--- src/rtl/acc_cpu_pkg.sv ---
// Shared definitions for the accumulator CPU: default widths, opcodes and FSM states.
// Build option: ACC_CPU_ILLEGAL_TRAP_EN enables trapping of undefined opcodes.
package acc_cpu_pkg;

  localparam int ADDR_W_DEFAULT = 12;
  localparam int DATA_W_DEFAULT = 16;

  localparam logic [3:0] OP_CLA = 4'h0;
  localparam logic [3:0] OP_COM = 4'h1;
  localparam logic [3:0] OP_SHR = 4'h2;
  localparam logic [3:0] OP_CSL = 4'h3;
  localparam logic [3:0] OP_STP = 4'h4;
  localparam logic [3:0] OP_ADD = 4'h5;
  localparam logic [3:0] OP_STA = 4'h6;
  localparam logic [3:0] OP_LDA = 4'h7;
  localparam logic [3:0] OP_JMP = 4'h8;
  localparam logic [3:0] OP_BAN = 4'h9;

  typedef enum logic [1:0] {
    ST_IDLE  = 2'd0,
    ST_FETCH = 2'd1,
    ST_EXEC  = 2'd2,
    ST_HALT  = 2'd3
  } state_t;

  // Opcodes above OP_BAN have no defined behaviour.
  function automatic logic is_defined_op(input logic [3:0] op);
    return (op <= OP_BAN);
  endfunction

endpackage

--- src/rtl/acc_cpu_ctrl_if.sv ---
// Instruction-fetch and data-memory bus between the CPU (master) and its memories (slave).
// Both memories are read combinationally from the addresses presented here.
interface acc_cpu_ctrl_if
  import acc_cpu_pkg::*;
#(
  parameter int ADDR_W = ADDR_W_DEFAULT,
  parameter int DATA_W = DATA_W_DEFAULT
);
  logic [ADDR_W-1:0] insAd;
  logic [DATA_W-1:0] ins;
  logic [ADDR_W-1:0] datAd;
  logic [DATA_W-1:0] datRd;
  logic [DATA_W-1:0] datWr;
  logic              datWe;

  modport master (
    output insAd,
    output datAd,
    output datWr,
    output datWe,
    input  ins,
    input  datRd
  );

  modport slave (
    input  insAd,
    input  datAd,
    input  datWr,
    input  datWe,
    output ins,
    output datRd
  );
endinterface

--- src/rtl/acc_cpu_alu.sv ---
// Combinational accumulator datapath: computes the next ACC for the executing opcode.
// Opcodes that do not touch ACC (including undefined ones) pass it through unchanged.
module acc_cpu_alu
  import acc_cpu_pkg::*;
#(
  parameter int DATA_W = DATA_W_DEFAULT
) (
  input  logic [3:0]        opcode,
  input  logic [DATA_W-1:0] acc,
  input  logic [DATA_W-1:0] dat_rd,
  output logic [DATA_W-1:0] acc_next
);

  always_comb begin
    acc_next = acc;
    case (opcode)
      OP_CLA:  acc_next = '0;
      OP_COM:  acc_next = ~acc;
      OP_SHR:  acc_next = {acc[DATA_W-1], acc[DATA_W-1:1]};
      OP_CSL:  acc_next = {acc[DATA_W-2:0], acc[DATA_W-1]};
      OP_ADD:  acc_next = acc + dat_rd;
      OP_LDA:  acc_next = dat_rd;
      default: acc_next = acc;
    endcase
  end

endmodule

--- src/rtl/acc_cpu_ctrl.sv ---
// Two-cycle (FETCH/EXEC) accumulator CPU controller holding PC, CPC, IR, ACC and the FSM.
// Build option: ACC_CPU_ILLEGAL_TRAP_EN makes undefined opcodes set 'illegal' and halt.
module acc_cpu_ctrl
  import acc_cpu_pkg::*;
#(
  parameter int ADDR_W = ADDR_W_DEFAULT,
  parameter int DATA_W = DATA_W_DEFAULT
) (
  input  logic              clk,
  input  logic              rst_n,
  input  logic              start,
  acc_cpu_ctrl_if.master    bus,
  output logic [DATA_W-1:0] acc,
  output logic              halted,
  output logic              illegal
);

  state_t            state_reg, state_next;
  logic [ADDR_W-1:0] pc_reg, pc_next;
  logic [ADDR_W-1:0] cpc_reg, cpc_next;
  logic [DATA_W-1:0] ir_reg, ir_next;
  logic [DATA_W-1:0] acc_reg, acc_next;
  logic [DATA_W-1:0] alu_acc;
  logic [3:0]        opcode;
  logic [ADDR_W-1:0] operand;
  logic [ADDR_W-1:0] dat_ad;
  logic              dat_we;
`ifdef ACC_CPU_ILLEGAL_TRAP_EN
  logic              illegal_reg, illegal_next;
`endif

  assign opcode  = ir_reg[DATA_W-1 -: 4];
  assign operand = ir_reg[ADDR_W-1:0];

  acc_cpu_alu #(.DATA_W(DATA_W)) u_alu (
    .opcode   (opcode),
    .acc      (acc_reg),
    .dat_rd   (bus.datRd),
    .acc_next (alu_acc)
  );

  // Asynchronous reset also kills an in-flight STA strobe, since datWe decodes from state.
  always_ff @(posedge clk or negedge rst_n) begin
    if (!rst_n) begin
      state_reg <= ST_IDLE;
      pc_reg    <= '0;
      cpc_reg   <= '0;
      ir_reg    <= '0;
      acc_reg   <= '0;
`ifdef ACC_CPU_ILLEGAL_TRAP_EN
      illegal_reg <= 1'b0;
`endif
    end else begin
      state_reg <= state_next;
      pc_reg    <= pc_next;
      cpc_reg   <= cpc_next;
      ir_reg    <= ir_next;
      acc_reg   <= acc_next;
`ifdef ACC_CPU_ILLEGAL_TRAP_EN
      illegal_reg <= illegal_next;
`endif
    end
  end

  always_comb begin
    state_next = state_reg;
    pc_next    = pc_reg;
    cpc_next   = cpc_reg;
    ir_next    = ir_reg;
    acc_next   = acc_reg;
    dat_ad     = '0;
    dat_we     = 1'b0;
`ifdef ACC_CPU_ILLEGAL_TRAP_EN
    illegal_next = illegal_reg;
`endif
    unique case (state_reg)
      ST_IDLE: begin
        pc_next = '0;
        if (start) state_next = ST_FETCH;
      end
      ST_FETCH: begin
        ir_next    = bus.ins;
        cpc_next   = pc_reg;
        pc_next    = pc_reg + ADDR_W'(1);
        state_next = ST_EXEC;
      end
      ST_EXEC: begin
        dat_ad     = operand;
        acc_next   = alu_acc;
        state_next = ST_FETCH;
        case (opcode)
          OP_STP: state_next = ST_HALT;
          OP_STA: dat_we = 1'b1;
          OP_JMP: pc_next = operand;
          // Branch is relative to the instruction's own address, not the already-advanced PC.
          OP_BAN: if (acc_reg[DATA_W-1]) pc_next = cpc_reg + operand;
          default: begin
`ifdef ACC_CPU_ILLEGAL_TRAP_EN
            if (!is_defined_op(opcode)) begin
              illegal_next = 1'b1;
              acc_next     = acc_reg;
              state_next   = ST_HALT;
            end
`endif
          end
        endcase
      end
      ST_HALT: state_next = ST_HALT;
      default: state_next = ST_IDLE;
    endcase
  end

  assign bus.insAd = pc_reg;
  assign bus.datAd = dat_ad;
  assign bus.datWr = acc_reg;
  assign bus.datWe = dat_we;
  assign acc       = acc_reg;
  assign halted    = (state_reg == ST_HALT);
`ifdef ACC_CPU_ILLEGAL_TRAP_EN
  assign illegal   = illegal_reg;
`else
  assign illegal   = 1'b0;
`endif

endmodule

--- src/flat_wrapper.sv ---
// flat-port wrapper written by rule: the top's interface ports become plain ports
module acc_cpu_ctrl_flat import acc_cpu_pkg::*;
#(
  parameter int ADDR_W = ADDR_W_DEFAULT,
  parameter int DATA_W = DATA_W_DEFAULT
)
  (clk, rst_n, start, acc, halted, illegal, bus_insAd, bus_datAd, bus_datWr, bus_datWe, bus_ins, bus_datRd);
  acc_cpu_ctrl_if #(.ADDR_W(ADDR_W), .DATA_W(DATA_W)) bus_i ();
  input  logic clk;
  input  logic rst_n;
  input  logic start;
  output logic [DATA_W-1:0] acc;
  output logic halted;
  output logic illegal;
  output wire logic [$bits(bus_i.insAd)-1:0] bus_insAd;
  output wire logic [$bits(bus_i.datAd)-1:0] bus_datAd;
  output wire logic [$bits(bus_i.datWr)-1:0] bus_datWr;
  output wire logic [$bits(bus_i.datWe)-1:0] bus_datWe;
  input wire logic [$bits(bus_i.ins)-1:0] bus_ins;
  input wire logic [$bits(bus_i.datRd)-1:0] bus_datRd;
  assign bus_insAd = bus_i.insAd;
  assign bus_datAd = bus_i.datAd;
  assign bus_datWr = bus_i.datWr;
  assign bus_datWe = bus_i.datWe;
  assign bus_i.ins = bus_ins;
  assign bus_i.datRd = bus_datRd;
  acc_cpu_ctrl #(.ADDR_W(ADDR_W), .DATA_W(DATA_W)) u_core (.clk(clk), .rst_n(rst_n), .start(start), .bus(bus_i), .acc(acc), .halted(halted), .illegal(illegal));
endmodule
--- config.mk ---
export PLATFORM = sky130hd
export DESIGN_NAME = acc_cpu_ctrl_flat
export DESIGN_NICKNAME = d
export VERILOG_FILES = /design/src/rtl/acc_cpu_pkg.sv /design/src/rtl/acc_cpu_ctrl_if.sv /design/src/rtl/acc_cpu_alu.sv /design/src/rtl/acc_cpu_ctrl.sv /design/src/flat_wrapper.sv
export SDC_FILE = /design/constraint.sdc
export NUM_CORES = 1
export LEC_CHECK = 0
export ABC_AREA = 1
export BUFFER_PORTS_ARGS = -buffer_cell sky130_fd_sc_hd__buf_2
export CAP_MARGIN = 15
export CORE_UTILIZATION = 40
export DETAILED_ROUTE_END_ITERATION = 12
export PLACE_DENSITY = 0.6
export SETUP_SLACK_MARGIN = 0.5
export SYNTH_ARGS = -nofsm -noshare
export SYNTH_HDL_FRONTEND = slang
export SYNTH_SLANG_ARGS = --single-unit
--- constraint.sdc ---
create_clock -name clk -period 4.85 [get_ports clk]
set_input_delay 0.97 -clock clk [delete_from_list [all_inputs] [get_ports clk]]
set_output_delay 0.97 -clock clk [all_outputs]
set_load 0.01 [all_outputs]
# Word-level counts from Yosys, hierarchy flattened
# Index checks and enable logic that the tools add are counted.
# W data, S select, Z words.
classes:
  n_eq_ne: 15
  muxes: 10
  add_sub_neg: 3
  bitwise_logic: 2
  reduce_logical: 8
op_table:
  columns: ["cell", "count"]
  rows:
  - ["$pmux W16 S6", 1]
  - ["$pmux W12 S3", 1]
  - ["$mux W12", 2]
  - ["$pmux W12 S2", 1]
  - ["$add A16 B16 Y16", 1]
  - ["$eq A4 B3 Y1 const B", 4]
  - ["$not A16 Y16", 1]
  - ["$add A12 B1 Y12 const B", 1]
  - ["$add A12 B12 Y12", 1]
  - ["$eq A4 B2 Y1 const B", 2]
  - ["$eq A4 B4 Y1 const B", 2]
  - ["$pmux W2 S4", 1]
  - ["$ne A3 B2 Y1 const B", 2]
  - ["$reduce_and A3 Y1", 2]
  - ["$reduce_bool A6 Y1", 1]
  - ["$reduce_bool A5 Y1", 1]
  - ["$eq A2 B2 Y1 const B", 2]
  - ["$eq A4 B1 Y1 const B", 1]
  - ["$logic_not A4 Y1", 1]
  - ["$mux W2", 2]
  - ["$reduce_bool A3 Y1", 1]
  - ["$eq A2 B1 Y1 const B", 1]
  - ["$logic_not A2 Y1", 1]
  - ["$mux W1", 2]
  - ["other kinds (3)", 3]
word_totals:
  word_cells: 44
  out_inout_bits: 59
  ff_bits: 58

# Longest topological paths before layout
logic_depth:
  depth_word: 4
  depth_mapped: 15
  depth_no_buf: 15

# Hierarchy
# Synthesis repeated with hierarchy kept, for this count alone.
hier_totals:
  cells_unflattened: 827
  area_unflattened_um2: 5295.1
by_module_without_submodules:
  columns: ["mod", "cells_each", "area_per_inst_um2", "seq_area_each_um2", "n_inst"]
  rows:
  - ["acc_cpu_ctrl", 507, 3611.0, 1451.4, 1]
  - ["acc_cpu_alu", 320, 1684.1, 0.0, 1]

# Worst setup path after synthesis
# No wires, ideal clock.
synth_path:
  path_type: "in2reg"
  startpoint: "in bus_datRd[0]"
  endpoint: "reg u_core.acc_reg[12], in the netlist u_core.acc[12]"
  arrival_ps: 2235
  setup_slack_ps: 2499
  cell_stages: 15
  n_path_buf: 0
  path_cell_list: "ha_1 -> inv_1 -> fa_1 -> inv_1 -> nand3_1 -> nand3_1 -> nand2_1 -> nand2_1 -> nand2_1 -> nand2_1 -> nand2_1 -> nand3_1 -> nand2_1 -> nand2_1 -> nand2_1"
synth_between:
  elab_chain_cells: 2
synth_rtl:
  columns: ["element", "line", "rtl"]
  rows:
  - ["from (decl)", "flat_wrapper.sv:20", "input wire logic [$bits(bus_i.datRd)-1:0] bus_datRd;"]
  - ["$add A16 B16 Y16", "acc_cpu_alu.sv:21", "OP_ADD: acc_next = acc + dat_rd;"]
  - ["$pmux W16 S6", "acc_cpu_alu.sv:16", "case (opcode)"]
  - ["to (signal assigned)", "acc_cpu_ctrl.sv:58", "acc_reg <= acc_next;"]
  - ["to (decl)", "acc_cpu_ctrl.sv:22", "logic [DATA_W-1:0] acc_reg, acc_next;"]
# No other way between the ends.
# A chain may end at the register's enable or synchronous reset.

# Worst setup path in the final report
layout_path:
  startpoint: "reg u_core.state_reg[0]"
  endpoint: "out bus_datWe"
layout_between:
  elab_chain_cells: 2
layout_rtl:
  columns: ["element", "line", "rtl"]
  rows:
  - ["from (decl)", "acc_cpu_ctrl.sv:18", "state_t state_reg, state_next;"]
  - ["from (signal assigned)", "acc_cpu_ctrl.sv:54", "state_reg <= state_next;"]
  - ["$eq A2 B2 Y1", "acc_cpu_ctrl.sv:76", "unique case (state_reg)"]
  - ["$mux W1", "acc_cpu_ctrl.sv:76", null]
  - ["to (decl)", "flat_wrapper.sv:18", "output wire logic [$bits(bus_i.datWe)-1:0] bus_datWe;"]
# No other way between the ends.

==> run_results.csv <==
group,metric,value,unit
synth,avgSynthCellArea,6.41,um2
floorplanning,start_util,41.2,%
clocking,numClockSinks,58,
route,drt-total-wl,14.2,mm
worst_hold_path,timing.hold.worst_endpoint,"u_core.cpc_reg[6]$_DFFE_PN0P_",
cells_and_area,fin_nets,918,
floorplanning,core_region_area,12100,um2
clocking,path_clk_slew,0.05,ns
route,routed-via-count,5170,
route,detail_route.first_pass.iterations,7,
timing,unrepaired_setup_endpoints_after_global_routing,"false",
pwr,power.density_cell_area,637,nW/um2
pwr,vdd.ir_drop.worst,0.000388,V
route,drc_marker_count_from_the_first_detailed_route_iteration,326,
global_routing,use_met3,3.88,%
synth,synthesis.yosys.warnings,0,
worst_setup_path,critical_path.n_buffers_inverters,3,
worst_hold_path,hold_path_class,"reg -> reg",
global_routing,pin_count_of_the_biggest_net_entering_global_routing,59,
floorplanning,fp.dieW,113,um
cells_and_area,n_fill_cell,1274,
global_routing,antenna_found_initial,0,
worst_setup_path,critPathMaxFanout,15,
timing,ratio_of_final_minimum_period_to_clock_period,62.4,%
worst_hold_path,hp-start,"u_core.cpc_reg[6]$_DFFE_PN0P_",
placement,placed_cells,1005,
worst_setup_path,slowest_delay,0.57,ns
timing,achievable-frequency,0.330,GHz
floorplanning,dieArea,12900,um2
clocking,clock_path_buffers,2,
cells_and_area,area_of_the_multi_input_gates,2900,um2
placement,place_ws,1.97,ns
worst_setup_path,timing.critical_path.cells,"inv_1, ha_1, inv_2, nor2_1, buf_2",
global_routing,grt_pass1_vias,4778,
placement,numPortBuffers,92,
clocking,maximum_level_of_the_cts_h_tree,3,
timing,worst_hold_slack,0.492,ns
cells_and_area,mostFrequentLayoutCell,"nand2_1",
timing,period_needed,3.03,ns
cells_and_area,layout.cells.non_filler,1022,
clocking,cts_hold_buffers,0,
worst_setup_path,r2r_end,"u_core.acc[1]$_DFFE_PN0P_",
worst_setup_path,startpoint_type,"flip-flop",
timing,setup_tns,0,ns
clocking,clk_latency,0.34,ns
synth,synth_sequential_area_ratio,29.2,%
worst_setup_path,r2r_setup_slack,1.96,ns
synth,post_synth_num_cell_types,45,
cells_and_area,area_growth_syn_to_layout,16.5,%
global_routing,wire_length_of_the_first_global_routing_pass,23.4,mm
synth,synth_nets,845,
worst_setup_path,worstReg2RegStart,"u_core.state_reg[0]$_DFFE_PN0P_",
worst_setup_path,critical_path.endpoint_type,"primary output",
worst_setup_path,worstRegToRegCells,8,
clocking,tritoncts.num_buffers,9,
cells_and_area,utilization_after_layout,48.0,%
run_status,status,"finished, final reports clean",
floorplanning,i_o_pin_count,94,
route,drt-vias-per-instance,5.06,
synth,syn_inst,776,
timing,final_max_slew_viol_count,0,
global_routing,globalRouteOverflowTotal,0,
timing,total_of_endpoints_with_negative_setup_slack_in_the_final_report,0,
synth,synth.cell_area,4970,um2
clocking,cts_tree,"built",
cells_and_area,layout-drive-gt1-share,15.1,%
global_routing,grt_util_met1,33.0,%
synth,yosys_register_bits,58,
timing,slew-limit-headroom,50.6,%
timing,final-hold-violation-count,0,
global_routing,globalRoute.busiestLayer,"met2",
worst_hold_path,hold-path-cell-count,2,
run,cap_violations,0,
cells_and_area,antennaDiodeCount,0,
cells_and_area,layout_common_cells,"298 x nand2_1, 102 x inv_1, 92 x buf_2",
floorplanning,floorplan.die.height,113,um
placement,detailedPlacementHpwl,11.0,mm
synth,synthDominantCellAreaShare,29.2,%
clocking,clk_root_buffer_cell,"clkbuf_16",
clocking,post_cts.resized_instances,0,
route,routedWlPerCell,13.9,um
cells_and_area,final-seq-area,1450,um2
global_routing,grtUsageTotal,23.2,%
timing,skew,0.00876,ns
worst_setup_path,critical-path-slowest-cell,"ha_1",
worst_setup_path,critPathRequiredTime,3.88,ns
route,route.antenna.remaining_nets,0,
global_routing,gr-usage-met2,36.4,%
synth,synth.top_cells.by_area,"dfrtp_1 29%, nand2_1 23%, ha_1 8.1%",
timing,tightestPinTransition,0.741,ns
worst_setup_path,worst_path_dominant_cell_family,"adder cells",
timing,finalWorstSetupSlack,1.82,ns
floorplanning,placementRows,40,
pwr,leak_pwr,3.30,nW
clocking,cts_setup_buffers,0,
synth,synth_top_cell_by_area,"dfrtp_1",
worst_setup_path,crit_arrival,2.06,ns
worst_setup_path,timing_worst_setup_path_type,"reg -> out",
route,drcViolationCount,0,
placement,gp_congestion,0.904,
-- worst register-to-register path: stages (launching register included) --
cell and delay [ns]:
dfrtp_1 0.44, inv_1 0.11, ha_1 0.57, inv_2 0.25
a211oi_4 0.54, inv_1 0.37, nor2_2 0.32, o31ai_1 0.12
o21ai_0 0.08
-- cell type report --
class	count	area share [%]
clock buffers	15	4.97
well taps	168	3.63
multi-input cells	576	50.1
repair buffers	95	8.68
inverters	109	7.06
clock inverters	1	0.518
flip-flops and latches	58	25.1
-- how the worst max path moves through the flow --
stage          slack, ns                          to                             from  cells past startpoint
6_report            1.82                   bus_datWe  u_core.state_reg[0]$_DFFE_PN0P_                      5
5_1_grt             1.61                   bus_datWe  u_core.state_reg[0]$_DFFE_PN0P_                      5
4_1_cts             1.82                   bus_datWe  u_core.state_reg[0]$_DFFE_PN0P_                      5
3_5_place_dp        1.97   u_core.acc[1]$_DFFE_PN0P_  u_core.state_reg[0]$_DFFE_PN0P_                      8
3_3_place_gp        2.14   u_core.acc[1]$_DFFE_PN0P_  u_core.state_reg[0]$_DFFE_PN0P_                      8
2_1_floorplan       2.50  u_core.acc[12]$_DFFE_PN0P_                     bus_datRd[0]                     15
-- synth_stat cells (all sizes together) --
master  count
nand2     299
inv       107
dfrtp      58
o21ai      56
nor2       50
nand3      47
ha         32
a21oi      28
buf        24
clkbuf      9
o22ai       9
nand4       6
o211ai      6
or2         6
a211oi      4
nor3        4
nand3b      3
o31ai       3
xnor2       3
xor2        3
a22o        2
and2        2
clkinv      2
fa          2
o21bai      2
o221ai      2
a21o        1
a22oi       1
a31oi       1
conb        1
nand2b      1
nor4        1
o32ai       1
-- logic make-up after synthesis --
family	synth area share, %
and+or+nand+nor	34.6
buffers and inverters	12.5
AOI/OAI and AO/OA	13.7
DFF	29.2
adders and majority gates	8.86
xor gates and xnor gates	1.06
other	0.0754
-- layer usage --
metal / wire (um) / share of wire (%) / vias up
met3: 760 / 5.4 / 18
met1: 6980 / 49 / 2385
li1: - / - / 2600
met2: 6240 / 44 / 167
met5: 0 / 0 / -
met4: 201 / 1.4 / 0
-- power breakdown --
part,total (W),internal [W],leakage [nW],switching [W]
logic,0.00204,0.000726,2.38,0.00132
clock network,0.000668,0.000453,0.156,0.000215
registers,0.000980,0.000697,0.765,0.000283
total,0.00369,0.00188,3.30,0.00181
-- per-stage QoR --
stage	cell area (um2)	total power [W]
global route	5790	0.00405
CTS	5760	0.00367
global placement	5450	0.00295
finish	5790	0.00369
floorplan	4970	0.00244
detailed placement	5450	0.00298
Note: power is estimated with default switching activity, not from simulation.
